`src/rtl/me_blt_ctl_pkg.sv`:
```
// Shared game constants and helpers: screen geometry, coordinate and RGB333 pixel types.
// Latency: n/a (constants and pure functions only).
// Backpressure: n/a.
package me_blt_ctl_pkg;

  localparam int SCR_W   = 640;
  localparam int SCR_H   = 480;
  localparam int COORD_W = 10;
  localparam int RGB_W   = 9;

  localparam logic [RGB_W-1:0] PIX_TRANSPARENT = '0;

  // True when lo <= pos < lo + len. The compare is done one bit wider than a
  // coordinate so a sprite near the right/bottom edge never wraps back to 0.
  function automatic logic in_span(input logic [COORD_W-1:0] pos,
                                   input logic [COORD_W-1:0] lo,
                                   input int                 len);
    logic [COORD_W:0] p;
    logic [COORD_W:0] l;
    p = {1'b0, pos};
    l = {1'b0, lo};
    return (p >= l) && (p < l + (COORD_W + 1)'(len));
  endfunction

endpackage

```
`src/rtl/me_blt_ctl_blt_slot.sv`:
```
// One player-bullet slot: position state, upward move, kill, spawn load and scan hit test.
// Latency: state updates on the clk edge; hit is combinational from current state and scan position.
// Backpressure: none; kill and move requests are always accepted on the edge they arrive.
module blt_slot
  import me_blt_ctl_pkg::*;
#(
  parameter int BLT_W = 4,
  parameter int BLT_H = 8,
  parameter int SPEED = 4
) (
  input  logic               clk,
  input  logic               rst,
  input  logic               frame_tick,
  input  logic               clear,
  input  logic               spawn,
  input  logic [COORD_W-1:0] spawn_x,
  input  logic [COORD_W-1:0] spawn_y,
  input  logic [COORD_W-1:0] h_cnt,
  input  logic [COORD_W-1:0] v_cnt,
  output logic               active,
  output logic               hit
);

  localparam logic [COORD_W-1:0] STEP = COORD_W'(SPEED);

  logic [COORD_W-1:0] x;
  logic [COORD_W-1:0] y;

  // Live slot: kill beats move; a bullet that cannot move a full step leaves the top.
  // Idle slot: only a spawn can load it, and kills aimed at it are ignored.
  always_ff @(posedge clk or posedge rst) begin
    if (rst) begin
      active <= 1'b0;
      x      <= '0;
      y      <= '0;
    end else if (active) begin
      if (clear) begin
        active <= 1'b0;
      end else if (frame_tick) begin
        if (y < STEP) begin
          active <= 1'b0;
        end else begin
          y <= y - STEP;
        end
      end
    end else if (spawn) begin
      active <= 1'b1;
      x      <= spawn_x;
      y      <= spawn_y;
    end
  end

  assign hit = active && in_span(h_cnt, x, BLT_W) && in_span(v_cnt, y, BLT_H);

endmodule

```
`src/rtl/me_blt_ctl.sv`:
```
// Player bullet controller: fire request/cooldown, spawn arbitration over N_BLT slots, bullet pixel output.
// Latency: me_blt_pixel is 1 clk after h_cnt/v_cnt/valid; blt_active comes straight from slot flops.
// Backpressure: none; fire requests that cannot be served on a frame tick are dropped.
module me_blt_ctl
  import me_blt_ctl_pkg::*;
#(
  parameter int               N_BLT     = 4,
  parameter int               BLT_W     = 4,
  parameter int               BLT_H     = 8,
  parameter int               SPEED     = 4,
  parameter int               COOLDOWN  = 8,
  parameter logic [RGB_W-1:0] BLT_COLOR = 9'h1F8
) (
  input  logic               clk,
  input  logic               rst,
  input  logic               frame_tick,
  input  logic               fire,
  input  logic [COORD_W-1:0] me_x,
  input  logic [COORD_W-1:0] me_y,
  input  logic [COORD_W-1:0] h_cnt,
  input  logic [COORD_W-1:0] v_cnt,
  input  logic               valid,
  input  logic [N_BLT-1:0]   hit_clear,
  output logic [N_BLT-1:0]   blt_active,
  output logic [RGB_W-1:0]   me_blt_pixel
);

  localparam int                 CD_W      = $clog2(COOLDOWN + 2);
  localparam logic [CD_W-1:0]    CD_RELOAD = CD_W'(COOLDOWN);
  localparam logic [COORD_W-1:0] SPAWN_DX  = COORD_W'(6);
  localparam logic [COORD_W-1:0] SPAWN_DY  = COORD_W'(BLT_H);

  logic                fire_req;
  logic                spawn_ok;
  logic [CD_W-1:0]     cooldown;
  logic [N_BLT-1:0]    spawn_sel;
  logic [N_BLT-1:0]    hit;
  logic [COORD_W-1:0]  spawn_x;
  logic [COORD_W-1:0]  spawn_y;

  // A press on the tick cycle itself is served by that tick.
  // Spawning is blocked when the bullet would start above the top edge.
  assign spawn_ok = frame_tick && (fire_req || fire) && (cooldown == '0) && (me_y >= SPAWN_DY);
  assign spawn_x  = me_x + SPAWN_DX;
  assign spawn_y  = me_y - SPAWN_DY;

  // Lowest-index idle slot as a one-hot (isolate lowest zero bit); uses start-of-cycle
  // flags, so slots freed on this tick are not reused until the next one.
  assign spawn_sel = spawn_ok ? (~blt_active & (blt_active + N_BLT'(1))) : '0;

  // Sticky fire request and shot cooldown; every tick consumes the request, served or not.
  always_ff @(posedge clk or posedge rst) begin
    if (rst) begin
      fire_req <= 1'b0;
      cooldown <= '0;
    end else if (frame_tick) begin
      fire_req <= 1'b0;
      if (|spawn_sel) begin
        cooldown <= CD_RELOAD;
      end else if (cooldown != '0) begin
        cooldown <= cooldown - CD_W'(1);
      end
    end else if (fire) begin
      fire_req <= 1'b1;
    end
  end

  for (genvar i = 0; i < N_BLT; i++) begin : g_slot
    blt_slot #(
      .BLT_W (BLT_W),
      .BLT_H (BLT_H),
      .SPEED (SPEED)
    ) u_slot (
      .clk        (clk),
      .rst        (rst),
      .frame_tick (frame_tick),
      .clear      (hit_clear[i]),
      .spawn      (spawn_sel[i]),
      .spawn_x    (spawn_x),
      .spawn_y    (spawn_y),
      .h_cnt      (h_cnt),
      .v_cnt      (v_cnt),
      .active     (blt_active[i]),
      .hit        (hit[i])
    );
  end

  // Registered pixel: bullet colour wherever any live bullet covers a visible scan position.
  always_ff @(posedge clk or posedge rst) begin
    if (rst) begin
      me_blt_pixel <= PIX_TRANSPARENT;
    end else begin
      me_blt_pixel <= (valid && (|hit)) ? BLT_COLOR : PIX_TRANSPARENT;
    end
  end

endmodule

```
`config.mk`:
```
export PLATFORM = sky130hd
export DESIGN_NAME = me_blt_ctl
export DESIGN_NICKNAME = d
export VERILOG_FILES = /design/src/rtl/me_blt_ctl_pkg.sv /design/src/rtl/me_blt_ctl_blt_slot.sv /design/src/rtl/me_blt_ctl.sv
export SDC_FILE = /design/constraint.sdc
export NUM_CORES = 1
export LEC_CHECK = 0
export CORE_MARGIN = 2
export CORE_UTILIZATION = 54
export CTS_CLUSTER_DIAMETER = 60
export DETAILED_ROUTE_END_ITERATION = 10
export GPL_TIMING_DRIVEN = 0
export PLACE_DENSITY = 0.85
export SYNTH_ARGS = -nofsm -noshare
export SYNTH_HDL_FRONTEND = slang
export SYNTH_SLANG_ARGS = --single-unit
```
`constraint.sdc`:
```
create_clock -name clk -period 2.8 [get_ports clk]
set_input_delay 0.56 -clock clk [delete_from_list [all_inputs] [get_ports clk]]
set_output_delay 0.56 -clock clk [all_outputs]
set_load 0.03 [all_outputs]
```
# Yosys cells after proc, flatten, opt, wreduce, memory -nomap -nowiden
# Index checks and enable logic that the tools add are counted.
[totals] ff_bits=98 input_bits=49 out_inout_bits=13 word_cells=156
[classes] addsub=16 magnitude_cmp=21 eq_ne=12 mux=46 bitwise_logic=6 reduce_logical=40
[ops] cell="2-to-1 mux 10 bit" n=20
[ops] cell="< comparator 10 x 11 -> 1 bit" n=8
[ops] cell=">= comparator 10 bit" n=8
[ops] cell="adder 10 x 3 -> 11 bit (second input constant)" n=4
[ops] cell="adder 10 x 4 -> 11 bit (second input constant)" n=4
[ops] cell="< comparator 10 x 3 -> 1 bit (second input constant)" n=4
[ops] cell="subtractor 10 x 3 -> 10 bit (second input constant)" n=4
[ops] cell="inequality test 2 bit (second input constant)" n=12
[ops] cell="2-to-1 mux 1 bit" n=22
[ops] cell="logical AND 1 bit" n=20
[ops] cell="AND reduction 4 bit" n=4
[ops] cell="2-to-1 mux 4 bit" n=3
[ops] cell="nonzero test 2 bit" n=6
[ops] cell="adder 10 x 3 -> 10 bit (second input constant)" n=1
[ops] cell=">= comparator 10 x 4 -> 1 bit (second input constant)" n=1
[ops] cell="AND reduction 2 bit" n=5
[ops] cell="subtractor 10 x 4 -> 10 bit (second input constant)" n=1
[ops] cell="2-to-1 mux 9 bit" n=1
[ops] cell="OR reduction 4 bit" n=2
[ops] cell="adder 4 x 1 -> 4 bit (second input constant)" n=1
[ops] cell="AND 4 bit" n=1
[ops] cell="logical NOT 4 bit" n=1
[ops] cell="inverter 1 bit" n=4
[ops] cell="inverter 4 bit" n=1
[ops] cell="3 further kinds" n=3

# Depth between registers and ports, before layout
[logic_depth] depth_word=8 mapped_depth=13 mapped_depth_nobuf=13

# Hierarchy
# Synthesis repeated with hierarchy kept, for this count alone.
[hier_totals] hier_cells=1042 area_unflattened_um2=9073.7
[modules_own_cells] mod="blt_slot (g_slot[1].u_slot ...)" instances=2 cells_per_inst=240 area_each_um2=2128.3 seq_area_each_um2=525.5
[modules_own_cells] mod="blt_slot (g_slot[2].u_slot)" instances=1 cells_per_inst=238 area_each_um2=2102.0 seq_area_each_um2=525.5
[modules_own_cells] mod="blt_slot (g_slot[0].u_slot)" instances=1 cells_per_inst=240 area_each_um2=2035.7 seq_area_each_um2=525.5
[modules_own_cells] mod="me_blt_ctl" instances=1 cells_per_inst=84 area_each_um2=679.4 seq_area_each_um2=150.1

# Worst setup path after synthesis
# No wires, ideal clock.
[synth_timing] path_kind="input to register" startpoint="in me_y[5]" endpoint="reg g_slot[2].u_slot.y[6]" setup_ns=0.111 t_arrival_ns=2.197 required_ns=2.689 setup_slack_ns=0.492 stages=7 n_path_buf=0 cell_sequence="or4_4 o2111ai_4 nor3_2 a31oi_4 nor2_1 mux2_2 a222oi_1"
[synth_between] elab_chain_len=5 elab_cells_between_ends=8 cone_classes="1 x add/sub; 1 x order compare; 3 x mux; 3 x reduce/logical"
[synth_lines] item="from (decl)" line_no="me_blt_ctl.sv:19" rtl="input logic [COORD_W-1:0] me_y,"
[synth_lines] item=">= comparator 10 x 4 -> 1 bit" line_no="me_blt_ctl.sv:43" rtl="assign spawn_ok = frame_tick && (fire_req || fire) && (cooldown == '0) && (me_y >= SPAWN_DY);"
[synth_lines] item="logical AND 1 bit" line_no="me_blt_ctl.sv:43"
[synth_lines] item="2-to-1 mux 4 bit" line_no="me_blt_ctl.sv:49" rtl="assign spawn_sel = spawn_ok ? (~blt_active & (blt_active + N_BLT'(1))) : '0;"
[synth_lines] item="nonzero test 2 bit (no line)"
[synth_lines] item="AND reduction 4 bit (no line)"
[synth_lines] item="to (signal assigned)" line_no="me_blt_ctl_blt_slot.sv:43" rtl="y <= y - STEP;"
[synth_lines] item="to (signal assigned)" line_no="me_blt_ctl_blt_slot.sv:49" rtl="y <= spawn_y;"
[synth_lines] item="to (decl)" line_no="me_blt_ctl_blt_slot.sv:27" rtl="logic [COORD_W-1:0] y;"
# Parallel ways exist; a longest one is shown, timed or not. The select of a mux whose other input is x is not followed.
# A chain may end at the register's enable or synchronous reset.

# Final worst setup path
[layout_timing] startpoint="in me_y[5]" endpoint="reg g_slot[1].u_slot.y[7]"
[layout_between] elab_chain_len=5 elab_cells_between_ends=8 cone_classes="1 x add/sub; 1 x order compare; 3 x mux; 3 x reduce/logical"
[layout_lines] item=">= comparator 10 x 4 -> 1 bit" line_no="me_blt_ctl.sv:43"
[layout_lines] item="logical AND 1 bit" line_no="me_blt_ctl.sv:43"
[layout_lines] item="2-to-1 mux 4 bit" line_no="me_blt_ctl.sv:49"
[layout_lines] item="nonzero test 2 bit (no line)"
[layout_lines] item="AND reduction 4 bit (no line)"
[layout_lines] item="to (signal assigned)" line_no="me_blt_ctl_blt_slot.sv:43"
[layout_lines] item="to (signal assigned)" line_no="me_blt_ctl_blt_slot.sv:49"
[layout_lines] item="to (decl)" line_no="me_blt_ctl_blt_slot.sv:27"
# Parallel ways exist; a longest one is shown, timed or not. The select of a mux whose other input is x is not followed.

==> Flow_metrics.wiki <==
{| class="wikitable"
! Metric !! Value
|-
| Final std cell area, no fill || a little under 0.01 mm^2
|-
| PortBufs || 58
|-
| Count of boundary I/O pins || 62
|-
| Die area || about 0.017 mm^2
|-
| Slowest stage cell on the critical path || sky130_fd_sc_hd__or4_4
|-
| Final-report hold violation count || 0
|-
| Critical Setup Path Class || in -> reg
|-
| Share of the clock period used by the worst path after layout || a little over nine tenths
|-
| Total number of placement rows || 46
|-
| Initial antenna violation count || 1
|-
| Slew of the pin with the lowest slew margin || about 0.75 ns
|-
| Pre-Repair DR Iteration Count || 6
|-
| Mapped cell area || roughly 0.0086 mm^2
|-
| Via count of the first global-routing pass || around 7700
|-
| Pleak || about 4.5 nW
|-
| Starting density of the core || a little over half
|-
| DPL Wire Length || 18000 um
|-
| Die Height || approximately 130 um
|-
| Type of origin of the critical path || primary input
|-
| Number of vias per cell after detailed routing || between 5 and 6
|-
| Num CTS Buffers || 9
|-
| Worst vdd ir || 0.456 mV
|-
| Count of routing violations after the opening detailed-route iteration || ~500
|-
| Aggregate global-route resource usage || about 28%
|-
| Worst-case clock buffer depth || 2
|-
| Minimum hold slack || roughly 0.48 ns
|-
| Floorplan core area || approximately 0.016 mm^2
|-
| Clock input transition at the sequential cells of the worst setup and hold paths || approximately 0.06 ns
|-
| Critical path buffers and inverters || 2
|-
| CTS tree || yes
|-
| Via Count || around 8000
|-
| Area added between synthesis and finish || 15.5%
|-
| CP delay by family, top || compound AO/OA/AOI/OAI gates
|-
| Synth cell types || 59
|-
| Synthesized instance count || 1032
|-
| Count of warnings emitted by yosys || 0
|-
| Horiz. Die Dim || about 130 um
|-
| Routed wire length || 23000 um
|-
| Count of endpoints failing setup in the final report || 0
|-
| Required time worst endpoint || 3.03 ns
|-
| Root Buffer || sky130_fd_sc_hd__clkbuf_16
|-
| Diodes inserted || 0
|-
| Number of H-tree levels || 3
|-
| Count of flip-flops with a built-in enable after synthesis || 0
|-
| Clk Latency, worst-skew pair || 0.35 ns
|-
| Cells along the critical path || clkdlybuf4s50_1 -> or4_4 -> o2111ai_4 -> nor2_1 -> a31o_2 -> clkbuf_2 -> a21oi_1 -> a21oi_1
|-
| Final Critical Period || approximately 2.7 ns
|-
| Max transition margin || 50.0%
|-
| Number of placed instances, taps included || around 1300
|-
| Average cell area after synthesis || roughly 8.3 um^2
|-
| Max-cap violation count || 0
|-
| Number of remaining DRC errors || 0
|-
| Result of the run || completed
|-
| Number of non-filler instances in the completed layout || about 1300
|-
| Routed len/inst || 17.3 um
|-
| Max Transition Viols Final || 0
|-
| Post-route antenna net violation count || 0
|-
| Wire length of the first global-routing pass || between 30000 and 40000 um
|-
| Net count of the finished layout || around 1300
|-
| Register area share after synthesis || roughly a quarter
|-
| Worst min path class || reg -> reg
|-
| Prevailing post-synth register cell || sky130_fd_sc_hd__dfrtp_1
|-
| Critical Path AT || 2.97 ns
|-
| Delay of the slowest cell on the worst path || roughly 0.60 ns
|-
| Asr flop ratio synth || 100%
|-
| GP Congestion || approximately 0.91
|-
| Worst Clk Skew || approximately 0.0056 ns
|-
| Power per cell area || ~660 mW/mm^2
|-
| Fraction of final layout cells sized beyond drive strength 1 || 5.30%
|-
| Fmax || between 300 and 400 MHz
|-
| Maximum number of pins on one net before global-route repair || 41
|-
| Most Frequent Cell on Critical Path || sky130_fd_sc_hd__a21oi_1
|-
| Worst-path maximum fanout || 10
|-
| Post-synthesis sequential element count || 90
|-
| Residual overflow from global routing || 0
|-
| Clock sink count || 90
|-
| Capturing element type of the critical path || register
|-
| Post-DP Area || 0.00951 mm^2
|-
| Count of hold buffers inserted by post-cts repair || 0
|}
cell usage after synthesis, types with 9 or more instances:
| library cell | number | area, um^2 |
|---|---|---|
| sky130_fd_sc_hd__buf_4 | 12 | 90.1 |
| sky130_fd_sc_hd__o21ai_0 | 90 | 450 |
| sky130_fd_sc_hd__nand4_1 | 15 | 93.8 |
| sky130_fd_sc_hd__nand2_1 | 83 | 312 |
| sky130_fd_sc_hd__dfrtp_1 | 90 | 2250 |
| sky130_fd_sc_hd__nand3_1 | 42 | 210 |
| sky130_fd_sc_hd__a21o_1 | 19 | 143 |
| sky130_fd_sc_hd__ha_1 | 164 | 2050 |
| sky130_fd_sc_hd__a21oi_1 | 92 | 460 |
| sky130_fd_sc_hd__nor2_1 | 66 | 248 |
| sky130_fd_sc_hd__o21a_1 | 11 | 82.6 |
| sky130_fd_sc_hd__nor2b_1 | 9 | 56.3 |
| sky130_fd_sc_hd__xnor2_1 | 52 | 455 |
| sky130_fd_sc_hd__inv_1 | 107 | 402 |
| sky130_fd_sc_hd__nand2b_1 | 9 | 56.3 |
| sky130_fd_sc_hd__nor3_1 | 22 | 110 |
| sky130_fd_sc_hd__clkbuf_1 | 22 | 82.6 |
power by group:
group          switching (mW)  total, mW  internal [mW]
Combinational            1.76       3.13           1.36
Sequential              0.387       2.03           1.64
Clock                   0.524       1.45          0.922
kinds of logic after synthesis:
kind of cell / Yosys count / synth area share [%]
multiplexers: 9 / 1.15
buffers and inverters: 143 / 6.79
flip-flops: 90 / 26.2
adder cells (fa/ha/maj): 164 / 23.8
other: 1 / 0.0436
XOR/XNOR: 56 / 5.70
AND/OR/NAND/NOR: 275 / 15.1
AO/OA/AOI/OAI: 294 / 21.3
routing by layer:
layer | GRT usage, % | vias up | part of all wire [%]
li1 | - | 3851 | -
met1 | 35.2 | 3754 | 42
met2 | 47.3 | 284 | 48
met3 | 3.32 | 76 | 5.9
met4 | 14.3 | 0 | 4.3
met5 | 0 | - | 0
layout by cell type (no fill, tap or decap), drive strengths merged, types with 4 or more instances in the layout:
cell type        n
ha             164
inv            106
a21oi           92
o21ai           90
dfrtp           90
nand2           83
nor2            66
clkdlybuf4s50   57
xnor2           52
nand3           42
clkbuf          34
nor3            23
a21o            19
buf             19
nand4           15
o21a            11
nor2b            9
nand2b           9
a31oi            8
o211ai           7
o22ai            7
mux2             7
or3              6
a211oi           6
o2111ai          6
o32ai            5
and3             5
a211o            5
nor4             5
o221ai           5
xor2             4
o31ai            4
or4              4
timing repair:
item | CTS | global route
pin swaps | 2 | 2
buffers inserted | 0 | 3
gates cloned | 0 | 0
endpoints found under the setup margin | 11 | 23
gates resized for setup | 5 | 13
registers in the layout (all words and copies together) (netlist names):
| name | count |
|---|---|
| g_slot.u_slot.y | 40 |
| cooldown | 4 |
| me_blt_pixel | 1 |
| g_slot.u_slot.x | 40 |
| fire_req | 1 |
| g_slot.u_slot.active | 4 |
worst paths after layout:
path / start / to / slack [ns] / cells past startpoint
max: me_y[5] / g_slot[1].u_slot.y[7] / 0.06 / 8
min: g_slot[1].u_slot.y[2] / g_slot[1].u_slot.y[2] / 0.48 / 1
max reg2reg: g_slot[0].u_slot.y[3] / me_blt_pixel[7] / 0.13 / 9
min reg2reg: g_slot[1].u_slot.y[2] / g_slot[1].u_slot.y[2] / 0.48 / 1
max in group asynchronous: rst / g_slot[0].u_slot.y[5] / 1.53 / 3
min in group asynchronous: rst / g_slot[2].u_slot.y[0] / 0.64 / 2
area by class of cell:
cell class,count,area [um^2]
Buffer,36,186
Fill cell,1334,5760
Sequential cell,90,2250
Multi-Input combinational cell,801,5830
Clock buffer,12,256
Tap cell,216,270
Clock inverter,4,97.6
Inverter,107,405
Timing Repair Buffer,63,646
per-stage QoR:
| step | setup WS, ns | power, mW | TNS [ns] | utilization (%) |
|---|---|---|---|---|
| after floorplan | 0.492 | 4.21 | 0 | - |
| after global placement | -0.403 | 4.87 | -7.09 | 60.3 |
| after detailed placement | -0.433 | 5.06 | -8.65 | 60.5 |
| after CTS | 0.0331 | 6.57 | 0 | 63.0 |
| after global routing | -0.0298 | 7.14 | -0.0357 | 63.3 |
| final | 0.0641 | 6.60 | 0 | 63.3 |
Power figures use the tool's default switching activity.
